`config.mk`:
```
export PLATFORM = sky130hd
export DESIGN_NAME = alu_seq
export DESIGN_NICKNAME = d
export VERILOG_FILES = /design/src/rtl/alu_seq_pkg.sv /design/src/rtl/alu_seq_mul.sv /design/src/rtl/alu_seq.sv
export SDC_FILE = /design/constraint.sdc
export NUM_CORES = 1
export LEC_CHECK = 0
export BUFFER_PORTS_ARGS = -buffer_cell sky130_fd_sc_hd__buf_2
export CORE_UTILIZATION = 45
export DETAILED_ROUTE_END_ITERATION = 8
export PLACE_DENSITY = 0.64
export SETUP_SLACK_MARGIN = 0.4
export SLEW_MARGIN = 20
export SYNTH_ARGS = -nofsm -noshare
export SYNTH_HDL_FRONTEND = slang
export SYNTH_SLANG_ARGS = --single-unit
```
`constraint.sdc`:
```
create_clock -name CLK -period 4.9 [get_ports CLK]
set_input_delay 0 -clock CLK [delete_from_list [all_inputs] [get_ports CLK]]
set_output_delay 0 -clock CLK [all_outputs]
set_load 0.05 [all_outputs]
```
`src/rtl/alu_seq_pkg.sv`:
```
// rtl/alu_seq_pkg.sv - opcodes, FSM states and flag bit indices shared by alu_seq
package alu_seq_pkg;

  localparam logic [3:0] OP_ADD    = 4'h0;
  localparam logic [3:0] OP_SUB    = 4'h1;
  localparam logic [3:0] OP_MUL    = 4'h2;
  localparam logic [3:0] OP_SHL    = 4'h3;
  localparam logic [3:0] OP_SHR    = 4'h4;
  localparam logic [3:0] OP_INCA   = 4'h5;
  localparam logic [3:0] OP_INCB   = 4'h6;
  localparam logic [3:0] OP_DECA   = 4'h7;
  localparam logic [3:0] OP_DECB   = 4'h8;
  localparam logic [3:0] OP_EQ     = 4'h9;
  localparam logic [3:0] OP_GT     = 4'hA;
  localparam logic [3:0] OP_LT     = 4'hB;
  localparam logic [3:0] OP_ROW    = 4'hC;
  localparam logic [3:0] OP_COL    = 4'hD;
  localparam logic [3:0] OP_NE     = 4'hE;
  localparam logic [3:0] OP_PARITY = 4'hF;

  typedef enum logic [1:0] {
    IDLE = 2'd0,
    MUL  = 2'd1,
    DONE = 2'd2
  } state_e;

  localparam int FLAGS_W   = 3;
  localparam int FLG_ZERO  = 0;
  localparam int FLG_CARRY = 1;
  localparam int FLG_OVFL  = 2;

endpackage

```
`src/rtl/alu_seq_mul.sv`:
```
// rtl/alu_seq_mul.sv - iterative shift-add multiplier, one bit of b per cycle
// Ports: CLK/RESET (sync, active-high); start_i loads a_i/b_i and performs the first
// iteration; done_o pulses for one cycle once product_o holds the full 2*DATA_W product.
module alu_seq_mul #(
  parameter int DATA_W = 8
) (
  input  logic                  CLK,
  input  logic                  RESET,
  input  logic                  start_i,
  input  logic [DATA_W-1:0]     a_i,
  input  logic [DATA_W-1:0]     b_i,
  output logic                  done_o,
  output logic [2*DATA_W-1:0]   product_o
);

  localparam int CNT_W = $clog2(DATA_W);
  localparam logic [CNT_W-1:0] LAST_CNT = CNT_W'(DATA_W - 1);

  logic [2*DATA_W-1:0] acc_q, acc_d;
  logic [2*DATA_W-1:0] mcand_q, mcand_d;
  logic [DATA_W-1:0]   mplier_q, mplier_d;
  logic [CNT_W-1:0]    cnt_q, cnt_d;
  logic                busy_q, busy_d;
  logic                done_q, done_d;

  // The start cycle already consumes b[0], so only DATA_W-1 further cycles are
  // needed and the product is ready in the DATA_W-th cycle after start.
  always_comb begin
    acc_d    = acc_q;
    mcand_d  = mcand_q;
    mplier_d = mplier_q;
    cnt_d    = cnt_q;
    busy_d   = busy_q;
    done_d   = 1'b0;
    if (start_i) begin
      acc_d    = b_i[0] ? {{DATA_W{1'b0}}, a_i} : '0;
      mcand_d  = {{(DATA_W-1){1'b0}}, a_i, 1'b0};
      mplier_d = b_i >> 1;
      cnt_d    = CNT_W'(1);
      busy_d   = 1'b1;
    end else if (busy_q) begin
      if (mplier_q[0]) begin
        acc_d = acc_q + mcand_q;
      end
      mcand_d  = mcand_q << 1;
      mplier_d = mplier_q >> 1;
      cnt_d    = cnt_q + CNT_W'(1);
      if (cnt_q == LAST_CNT) begin
        busy_d = 1'b0;
        done_d = 1'b1;
      end
    end
  end

  always_ff @(posedge CLK) begin
    if (RESET) begin
      acc_q    <= '0;
      mcand_q  <= '0;
      mplier_q <= '0;
      cnt_q    <= '0;
      busy_q   <= 1'b0;
      done_q   <= 1'b0;
    end else begin
      acc_q    <= acc_d;
      mcand_q  <= mcand_d;
      mplier_q <= mplier_d;
      cnt_q    <= cnt_d;
      busy_q   <= busy_d;
      done_q   <= done_d;
    end
  end

  assign done_o    = done_q;
  assign product_o = acc_q;

endmodule

```
`src/rtl/alu_seq.sv`:
```
// rtl/alu_seq.sv - handshaked ALU with iterative multiplier and registered result/flags
// Ports: CLK/RESET (sync, active-high); IN_VALID/IN_READY with IN_A, IN_B, ALU_Op_Code;
// OUT_VALID/OUT_READY with OUT_RESULT and OUT_FLAGS = {OVFL, CARRY, ZERO}.
module alu_seq
  import alu_seq_pkg::*;
#(
  parameter int DATA_W   = 8,
  parameter int ROW_SPAN = 39,
  parameter int COL_SPAN = 52
) (
  input  logic                CLK,
  input  logic                RESET,
  input  logic                IN_VALID,
  output logic                IN_READY,
  input  logic [DATA_W-1:0]   IN_A,
  input  logic [DATA_W-1:0]   IN_B,
  input  logic [3:0]          ALU_Op_Code,
  output logic                OUT_VALID,
  input  logic                OUT_READY,
  output logic [DATA_W-1:0]   OUT_RESULT,
  output logic [FLAGS_W-1:0]  OUT_FLAGS
);

  localparam logic [DATA_W:0] ROW_SPAN_W = (DATA_W+1)'(ROW_SPAN);
  localparam logic [DATA_W:0] COL_SPAN_W = (DATA_W+1)'(COL_SPAN);
  localparam logic [DATA_W:0] ONE_W      = (DATA_W+1)'(1);

  state_e               state_q, state_d;
  logic [DATA_W-1:0]    res_q, res_d;
  logic [FLAGS_W-1:0]   flags_q, flags_d;

  logic                 in_ready;
  logic                 mul_start;
  logic                 load_alu;
  logic                 load_mul;
  logic                 mul_done;
  logic [2*DATA_W-1:0]  mul_product;

  logic                 arith_sub;
  logic [DATA_W:0]      arith_x, arith_y, arith_r;
  logic                 ovfl_add, ovfl_sub;
  logic [DATA_W:0]      win_a, win_lo;
  logic                 cmp_bit;
  logic [DATA_W-1:0]    alu_res;
  logic                 alu_carry, alu_ovfl;

  // ---------------------------------------------------------------------------
  // Single-cycle datapath, evaluated straight from the inputs so a non-multiply
  // result can be captured on the accept edge itself.
  // ---------------------------------------------------------------------------
  always_comb begin
    arith_sub = (ALU_Op_Code == OP_SUB) || (ALU_Op_Code == OP_DECA) ||
                (ALU_Op_Code == OP_DECB);
    arith_x   = ((ALU_Op_Code == OP_INCB) || (ALU_Op_Code == OP_DECB)) ?
                {1'b0, IN_B} : {1'b0, IN_A};
    arith_y   = ((ALU_Op_Code == OP_ADD) || (ALU_Op_Code == OP_SUB)) ?
                {1'b0, IN_B} : ONE_W;
    // Zero-extended operands put carry (add) or borrow (sub) in bit DATA_W.
    arith_r   = arith_sub ? (arith_x - arith_y) : (arith_x + arith_y);
    ovfl_add  = (arith_x[DATA_W-1] == arith_y[DATA_W-1]) &&
                (arith_r[DATA_W-1] != arith_x[DATA_W-1]);
    ovfl_sub  = (arith_x[DATA_W-1] != arith_y[DATA_W-1]) &&
                (arith_r[DATA_W-1] != arith_x[DATA_W-1]);
    // Window bounds use one extra bit so B+SPAN never wraps.
    win_a     = {1'b0, IN_A};
    win_lo    = {1'b0, IN_B};
  end

  always_comb begin
    cmp_bit = 1'b0;
    case (ALU_Op_Code)
      OP_EQ:     cmp_bit = (IN_A == IN_B);
      OP_GT:     cmp_bit = (IN_A > IN_B);
      OP_LT:     cmp_bit = (IN_A < IN_B);
      OP_ROW:    cmp_bit = (win_a >= win_lo) && (win_a <= (win_lo + ROW_SPAN_W));
      OP_COL:    cmp_bit = (win_a >= win_lo) && (win_a <= (win_lo + COL_SPAN_W));
      OP_NE:     cmp_bit = (IN_A != IN_B);
      OP_PARITY: cmp_bit = IN_A[0] ^ IN_B[0];
      default:   cmp_bit = 1'b0;
    endcase
  end

  always_comb begin
    alu_res   = {{(DATA_W-1){1'b0}}, cmp_bit};
    alu_carry = 1'b0;
    alu_ovfl  = 1'b0;
    case (ALU_Op_Code)
      OP_ADD, OP_INCA, OP_INCB: begin
        alu_res   = arith_r[DATA_W-1:0];
        alu_carry = arith_r[DATA_W];
        alu_ovfl  = ovfl_add;
      end
      OP_SUB, OP_DECA, OP_DECB: begin
        alu_res   = arith_r[DATA_W-1:0];
        alu_carry = arith_r[DATA_W];
        alu_ovfl  = ovfl_sub;
      end
      OP_MUL: begin
        alu_res = '0;
      end
      OP_SHL: begin
        alu_res   = {IN_A[DATA_W-2:0], 1'b0};
        alu_carry = IN_A[DATA_W-1];
      end
      OP_SHR: begin
        alu_res   = {1'b0, IN_A[DATA_W-1:1]};
        alu_carry = IN_A[0];
      end
      default: begin
        alu_res = {{(DATA_W-1){1'b0}}, cmp_bit};
      end
    endcase
  end

  // ---------------------------------------------------------------------------
  // Multiplier
  // ---------------------------------------------------------------------------
  alu_seq_mul #(
    .DATA_W (DATA_W)
  ) u_mul (
    .CLK       (CLK),
    .RESET     (RESET),
    .start_i   (mul_start),
    .a_i       (IN_A),
    .b_i       (IN_B),
    .done_o    (mul_done),
    .product_o (mul_product)
  );

  // ---------------------------------------------------------------------------
  // Handshake FSM
  // ---------------------------------------------------------------------------
  always_comb begin
    state_d   = state_q;
    in_ready  = 1'b0;
    mul_start = 1'b0;
    load_alu  = 1'b0;
    load_mul  = 1'b0;
    case (state_q)
      IDLE: begin
        in_ready = 1'b1;
      end
      MUL: begin
        if (mul_done) begin
          load_mul = 1'b1;
          state_d  = DONE;
        end
      end
      DONE: begin
        // A new op may be taken in the same cycle the result is handed off.
        in_ready = OUT_READY;
        if (OUT_READY) begin
          state_d = IDLE;
        end
      end
      default: begin
        state_d = IDLE;
      end
    endcase
    if (IN_VALID && in_ready) begin
      if (ALU_Op_Code == OP_MUL) begin
        mul_start = 1'b1;
        state_d   = MUL;
      end else begin
        load_alu = 1'b1;
        state_d  = DONE;
      end
    end
  end

  always_comb begin
    res_d   = res_q;
    flags_d = flags_q;
    if (load_alu) begin
      res_d              = alu_res;
      flags_d[FLG_ZERO]  = (alu_res == '0);
      flags_d[FLG_CARRY] = alu_carry;
      flags_d[FLG_OVFL]  = alu_ovfl;
    end else if (load_mul) begin
      res_d              = mul_product[DATA_W-1:0];
      flags_d[FLG_ZERO]  = (mul_product[DATA_W-1:0] == '0);
      flags_d[FLG_CARRY] = |mul_product[2*DATA_W-1:DATA_W];
      flags_d[FLG_OVFL]  = 1'b0;
    end
  end

  always_ff @(posedge CLK) begin
    if (RESET) begin
      state_q <= IDLE;
      res_q   <= '0;
      flags_q <= '0;
    end else begin
      state_q <= state_d;
      res_q   <= res_d;
      flags_q <= flags_d;
    end
  end

  assign IN_READY   = in_ready;
  assign OUT_VALID  = (state_q == DONE);
  assign OUT_RESULT = res_q;
  assign OUT_FLAGS  = flags_q;

endmodule

```
# After elaboration in Yosys (flattened, before gate mapping)
# Index checks and enable logic that the tools add are counted.
[word_totals]
wordCells = 111
out_inout_bits = 13
reg_bits = 56
input_bits = 24
[op_classes]
reduce_logical = 24
add_sub_neg = 6
n_eq_ne = 26
muxes = 37
bitwise_logic = 2
magnitude_cmp = 5
[op_table]
columns = ["cell", "count"]
rows = [
  ["two-way mux 16 bit", 3],
  ["two-way mux 8 bit", 5],
  ["equality test 4 bit (second input constant)", 8],
  ["one-hot mux 8 bit (4 select lines)", 1],
  ["two-way mux 9 bit", 3],
  ["adder 8 x 6 -> 9 bit (second input constant)", 2],
  ["<= comparator 8 x 9 -> 1 bit", 2],
  ["adder 16 bit", 1],
  ["equality test 4 x 3 -> 1 bit (second input constant)", 4],
  ["zero test 8 bit", 2],
  ["two-way mux 7 bit", 2],
  ["two-way mux 1 bit", 12],
  ["adder 8 x 8 -> 9 bit", 1],
  ["OR reduction 3 bit", 3],
  ["subtractor 8 x 8 -> 9 bit", 1],
  ["equality test 4 x 2 -> 1 bit (second input constant)", 2],
  ["equality test 8 bit", 1],
  ["greater-or-equal comparator 8 bit", 1],
  ["greater-than comparator 8 bit", 1],
  ["< comparator 8 bit", 1],
  ["two-way mux 2 bit", 4],
  ["inequality test 8 bit", 1],
  ["OR reduction 8 bit", 1],
  ["one-hot mux 1 bit (7 select lines)", 1],
  ["25 further kinds", 37],
]

# Longest topological paths before layout
[depth]
ltp_word = 9
depth_mapped = 18
ltp_nobuf = 16

# By module
# A second synthesis with hierarchy kept.
[unflattened]
hier_cells = 637
hier_area_um2 = 4939.7
[by_module_without_submodules]
columns = ["mod", "seq_area_each_um2", "n_inst", "area_each_um2", "cells_per_inst"]
rows = [
  ["alu_seq", 260.2, 1, 2526.2, 341],
  ["alu_seq_mul", 860.8, 1, 2413.6, 296],
]

# Worst setup path before layout
# Ideal clock, no wire load.
[synth_path]
path_type = "in2reg"
startpoint = "input ALU_Op_Code[1]"
endpoint = "register flags_q[0] (netlist: OUT_FLAGS[0])"
setup_time_ps = 59
setup_slack_ps = 1906
arrival_time_ps = 2934
cell_stages = 17
path_buffers = 2
required_ps = 4841
cell_sequence = "or2_1 buf_6 nor2_1 clkbuf_1 nand2_1 ha_1 nor2_1 nor2_1 a31oi_1 o21ai_0 ha_1 nor3b_1 o22ai_1 xor2_1 o22ai_1 nor4_2 a41o_1"
[synth_via]
elab_chain_cells = 8
word_cells_on_any_way = 33
cone_classes = "add/sub: 2; eq/ne: 15; mux: 8; reduce/logical: 8"
[synth_lines]
columns = ["element", "line", "text"]
rows = [
  ["start: declaration", "alu_seq.sv:17", "input logic [3:0] ALU_Op_Code,"],
  ["equality test 4 x 3 -> 1 bit, or another cell as far along", "alu_seq.sv:54, alu_seq.sv:87", ""],
  ["logical OR 1 bit, on equally long branches", "alu_seq.sv:54, alu_seq.sv:56", ""],
  ["two-way mux 8 bit, on equally long branches", "alu_seq.sv:54, alu_seq.sv:56", ""],
  ["adder 8 x 8 -> 9 bit or subtractor 8 x 8 -> 9 bit (tied branches)", "alu_seq.sv:59", "arith_r = arith_sub ? (arith_x - arith_y) : (arith_x + arith_y);"],
  ["two-way mux 9 bit", "alu_seq.sv:59", ""],
  ["one-hot mux 8 bit (4 select lines)", "alu_seq.sv:87", "case (ALU_Op_Code)"],
  ["zero test 8 bit", "alu_seq.sv:176", "flags_d[FLG_ZERO] = (alu_res == '0);"],
  ["two-way mux 3 bit", "alu_seq.sv:174", "if (load_alu) begin"],
  ["end signal: assignment", "alu_seq.sv:195", "flags_q <= flags_d;"],
  ["end: declaration", "alu_seq.sv:30", "logic [FLAGS_W-1:0] flags_q, flags_d;"],
]
# Several ways; a longest one is shown, not always the timed one.
# A chain may end at the register's enable or synchronous reset.

# Worst setup path in the final report
# Same ends and word-level chain as after synthesis.

==> results.sh <==
export IMPL_htreeDepth=2
export IMPL_grt_total_usage_pct=24.15
export IMPL_arrival_ps=3650
export IMPL_path_max_fanout=15
export IMPL_muxShareOfSynthArea_pct=7.119
export IMPL_cp_data_required_time_ps=5170
export IMPL_cts_tree="done"
export IMPL_synth_edf_count=0
export IMPL_avgSynthCellArea_um2=7.934
export IMPL_powerDensity_mw_per_mm2=209.4
export IMPL_drt_wl_total_um=13260
export IMPL_dr_pass1_iters=4
export IMPL_multi_input_area_mm2=0.003521
export IMPL_grt_pass1_vias=4398
export IMPL_ff_latch_area_mm2=0.001121
export IMPL_dieArea_mm2=0.01132
export IMPL_drcViolationCount=0
export IMPL_cts_repair_resize_count=0
export IMPL_place_ws_ps=1269
export IMPL_fill_cells=1088
export IMPL_synthArstFlopShare_pct=0
export IMPL_numPortBuffers=36
export IMPL_ir_worst_vdd_uv=105.1
export IMPL_synthAdderAreaFrac_pct=13.83
export IMPL_wire_per_inst_um=17.31
export IMPL_postCtsHoldBufs=2
export IMPL_tns_ps=0
export IMPL_postCtsSetupBuffers=0
export IMPL_max_slew_margin_pct=48.69
export IMPL_die_w_um=106.4
export IMPL_antenna_left=0
export IMPL_cap_violations=0
export IMPL_antenna_cells=0
export IMPL_syn_area_mm2=0.004903
export IMPL_synthSimpleGateAreaFrac_pct=22.23
export IMPL_synth_cell_type_count=75
export IMPL_synth_seq_cells=56
export IMPL_path_clk_slew_ps=100
export IMPL_netlist_instances=618
export IMPL_start_kind="primary input"
export IMPL_cts_sinks=56
export IMPL_synthFlopType="dfxtp_1"
export IMPL_root_buffer="clkbuf_8"
export IMPL_synth_yosys_warnings=0
export IMPL_synth_compound_area_share_pct=23.63
export IMPL_reg2reg_from="u_mul.product_o[1]"
export IMPL_grt_pass1_wl_um=21650
export IMPL_nNetsFinal=706
export IMPL_seq_area_frac_synth_pct=22.86
export IMPL_hp_class="primary input to flip-flop"
export IMPL_drive_gt1_share_pct=11.11
export IMPL_worstSetupEndpointType="flip-flop"
export IMPL_fp_coreArea_mm2=0.01046
export IMPL_rows=37
export IMPL_tightest_slew_ps=766.8
export IMPL_fin_crit_sh_pct=69.12
export IMPL_status="finished clean"
export IMPL_synth_top_family_by_area="compound AO/OA/AOI/OAI gates"
export IMPL_fin_skew_ps=13.29
export IMPL_drt_first_iter_violations=268
export IMPL_chipHeight_um=106.4
export IMPL_grt_setup_unrepaired="false"
export IMPL_hold_start="IN_B[7]"
export IMPL_place_congestion=0.8983
export IMPL_grt_antenna_before_repair=0
export IMPL_clockBufferDepth=2
export IMPL_viasPerCell=5.980
export IMPL_fin_ws_ps=1513
export IMPL_dp_hpwl_um=9844
export IMPL_clkLatencyLatePin_ps=330
export IMPL_grt_max_degree=43
export IMPL_hold_viol_final=0
export IMPL_finalSetupViolCount=0
export IMPL_start_util_pct=46.87
export IMPL_synth_xor_area_share_pct=5.001
export IMPL_fmax_mhz=295.3
export IMPL_synth_fp_nets=695
export IMPL_overflow=0
export IMPL_path_class="primary input to flip-flop"
export IMPL_ios=37
export IMPL_slew_viol_final=0
export IMPL_vias=4581
export IMPL_crit_start="ALU_Op_Code[1]"
export IMPL_p_leak_nw=2.014
export IMPL_cts_buffers=5
export IMPL_syn2layout_area_growth_pct=5.971
export IMPL_period_minus_slack_ps=3387
==> routing by layer <==
layer / vias up / track usage, % / part of all wire (%)
li1: 2271 / - / -
met5: - / 0 / 0
met4: 0 / 10.12 / 2.3
met3: 23 / 2.636 / 4.9
met2: 134 / 38.54 / 45
met1: 2153 / 32.88 / 48
==> where the power goes <==
group          internal [W]  switching (W)
Combinational      0.000127       0.000220
Clock              0.000102       0.000162
Sequential         0.000467     0.00000936
Total              0.000697       0.000391
==> layout by cell type (no fill, tap or decap), types with 4 or more instances in the layout <==
cell / count
xnor2_1: 19
nand2b_1: 7
o21a_1: 7
mux2i_1: 27
buf_2: 36
clkbuf_8: 5
nor2_2: 4
a21o_1: 7
a21oi_1: 48
o21ai_1: 7
and3_1: 4
a31oi_1: 16
nor3_1: 17
dfxtp_1: 56
mux2_1: 7
ha_1: 51
inv_1: 18
a311oi_1: 4
nand4_1: 4
o21ai_0: 24
and2_1: 7
nor4_1: 8
a22oi_1: 6
xor2_1: 9
nand3b_1: 4
a211oi_1: 18
nand3_1: 15
nor2_1: 61
nand2_1: 59
nor2b_1: 5
o22ai_1: 6
==> area by class of cell <==
cell class | count | share of cell area [%]
well taps | 136 | 3.275
inverters | 21 | 1.517
multi-input cells | 505 | 67.76
clock buffers | 5 | 1.324
flip-flops and latches | 56 | 21.57
clock inverters | 3 | 0.4093
repair buffers | 40 | 4.142
==> kinds of logic (layout without fill, tap and decap cells) <==
logic type,after synthesis,after routing
muxes,34,34
buffers and inverters,57,69
AOI/OAI and AO/OA,171,171
xor gates and xnor gates,28,28
adders and majority gates,53,53
DFF,56,56
and+or+nand+nor,219,219
==> flip-flops by register name, indices dropped and copies added, names as in the netlist <==
signal           count
u_mul.mplier_q       7
state_q              2
u_mul.busy_q         1
u_mul.product_o     16
u_mul.done_o         1
u_mul.cnt_q          3
OUT_RESULT           8
u_mul.mcand_q       15
OUT_FLAGS            3
==> synthesized netlist by cell type, types with 3 or more instances <==
library cell | count | area, µm²
a211oi_1 | 18 | 135.1
a21o_1 | 7 | 52.55
a21oi_1 | 48 | 240.2
a221oi_1 | 3 | 26.28
a22oi_1 | 6 | 45.04
a311oi_1 | 4 | 35.03
a31oi_1 | 16 | 100.1
a32oi_1 | 3 | 26.28
and2_1 | 7 | 43.79
and3_1 | 4 | 25.02
buf_2 | 6 | 30.03
buf_4 | 4 | 30.03
clkbuf_1 | 22 | 82.58
dfxtp_1 | 56 | 1121
ha_1 | 51 | 638.1
inv_1 | 18 | 67.56
mux2_1 | 7 | 78.83
mux2i_1 | 27 | 270.3
nand2_1 | 59 | 221.5
nand2b_1 | 7 | 43.79
nand3_1 | 15 | 75.07
nand3b_1 | 4 | 30.03
nand4_1 | 4 | 25.02
nand4b_1 | 3 | 26.28
nor2_1 | 61 | 229.0
nor2_2 | 4 | 25.02
nor2b_1 | 5 | 31.28
nor3_1 | 17 | 85.08
nor4_1 | 8 | 50.05
o21a_1 | 7 | 52.55
o21ai_0 | 24 | 120.1
o21ai_1 | 7 | 35.03
o22ai_1 | 6 | 37.54
or2_1 | 3 | 18.77
or2_2 | 3 | 18.77
xnor2_1 | 19 | 166.4
xor2_1 | 9 | 78.83
==> through the flow <==
step,instances,total power [W],utilization (%),cell area (µm²),hold slack (ps)
4_1_cts,766,0.001091,49.67,5196,3.127
6_report,766,0.001088,49.67,5196,17.84
5_1_grt,766,0.001152,49.67,5196,12.63
3_3_place_gp,756,0.0008229,48.61,5086,312.7
2_1_floorplan,618,0.0007455,-,4903,136.0
3_5_place_dp,756,0.0008272,48.61,5086,319.2
==> path summary, 6_finish.rpt <==
kind / endpoint / slack, ps / cells after the start
worst min-delay path: u_mul.mplier_q[6] / 20 / 3
worst max-delay path: OUT_FLAGS[0] / 1510 / 16
worst max register to register: u_mul.product_o[15] / 2390 / 10
worst min register to register: u_mul.product_o[0] / 480 / 2
==> critical path, cell delays in order <==
cell and delay (ps):
buf_2 180, or2_1 350, nor2_1 620, nand2_1 160
ha_1 270, nor2_1 170, nor2_1 80, a31oi_1 160
o21ai_0 100, ha_1 340, nor3b_1 270, o22ai_1 170
xor2_1 170, o22ai_1 110, nor4_2 280, a41o_1 190
Power figures use the tool's default switching activity.
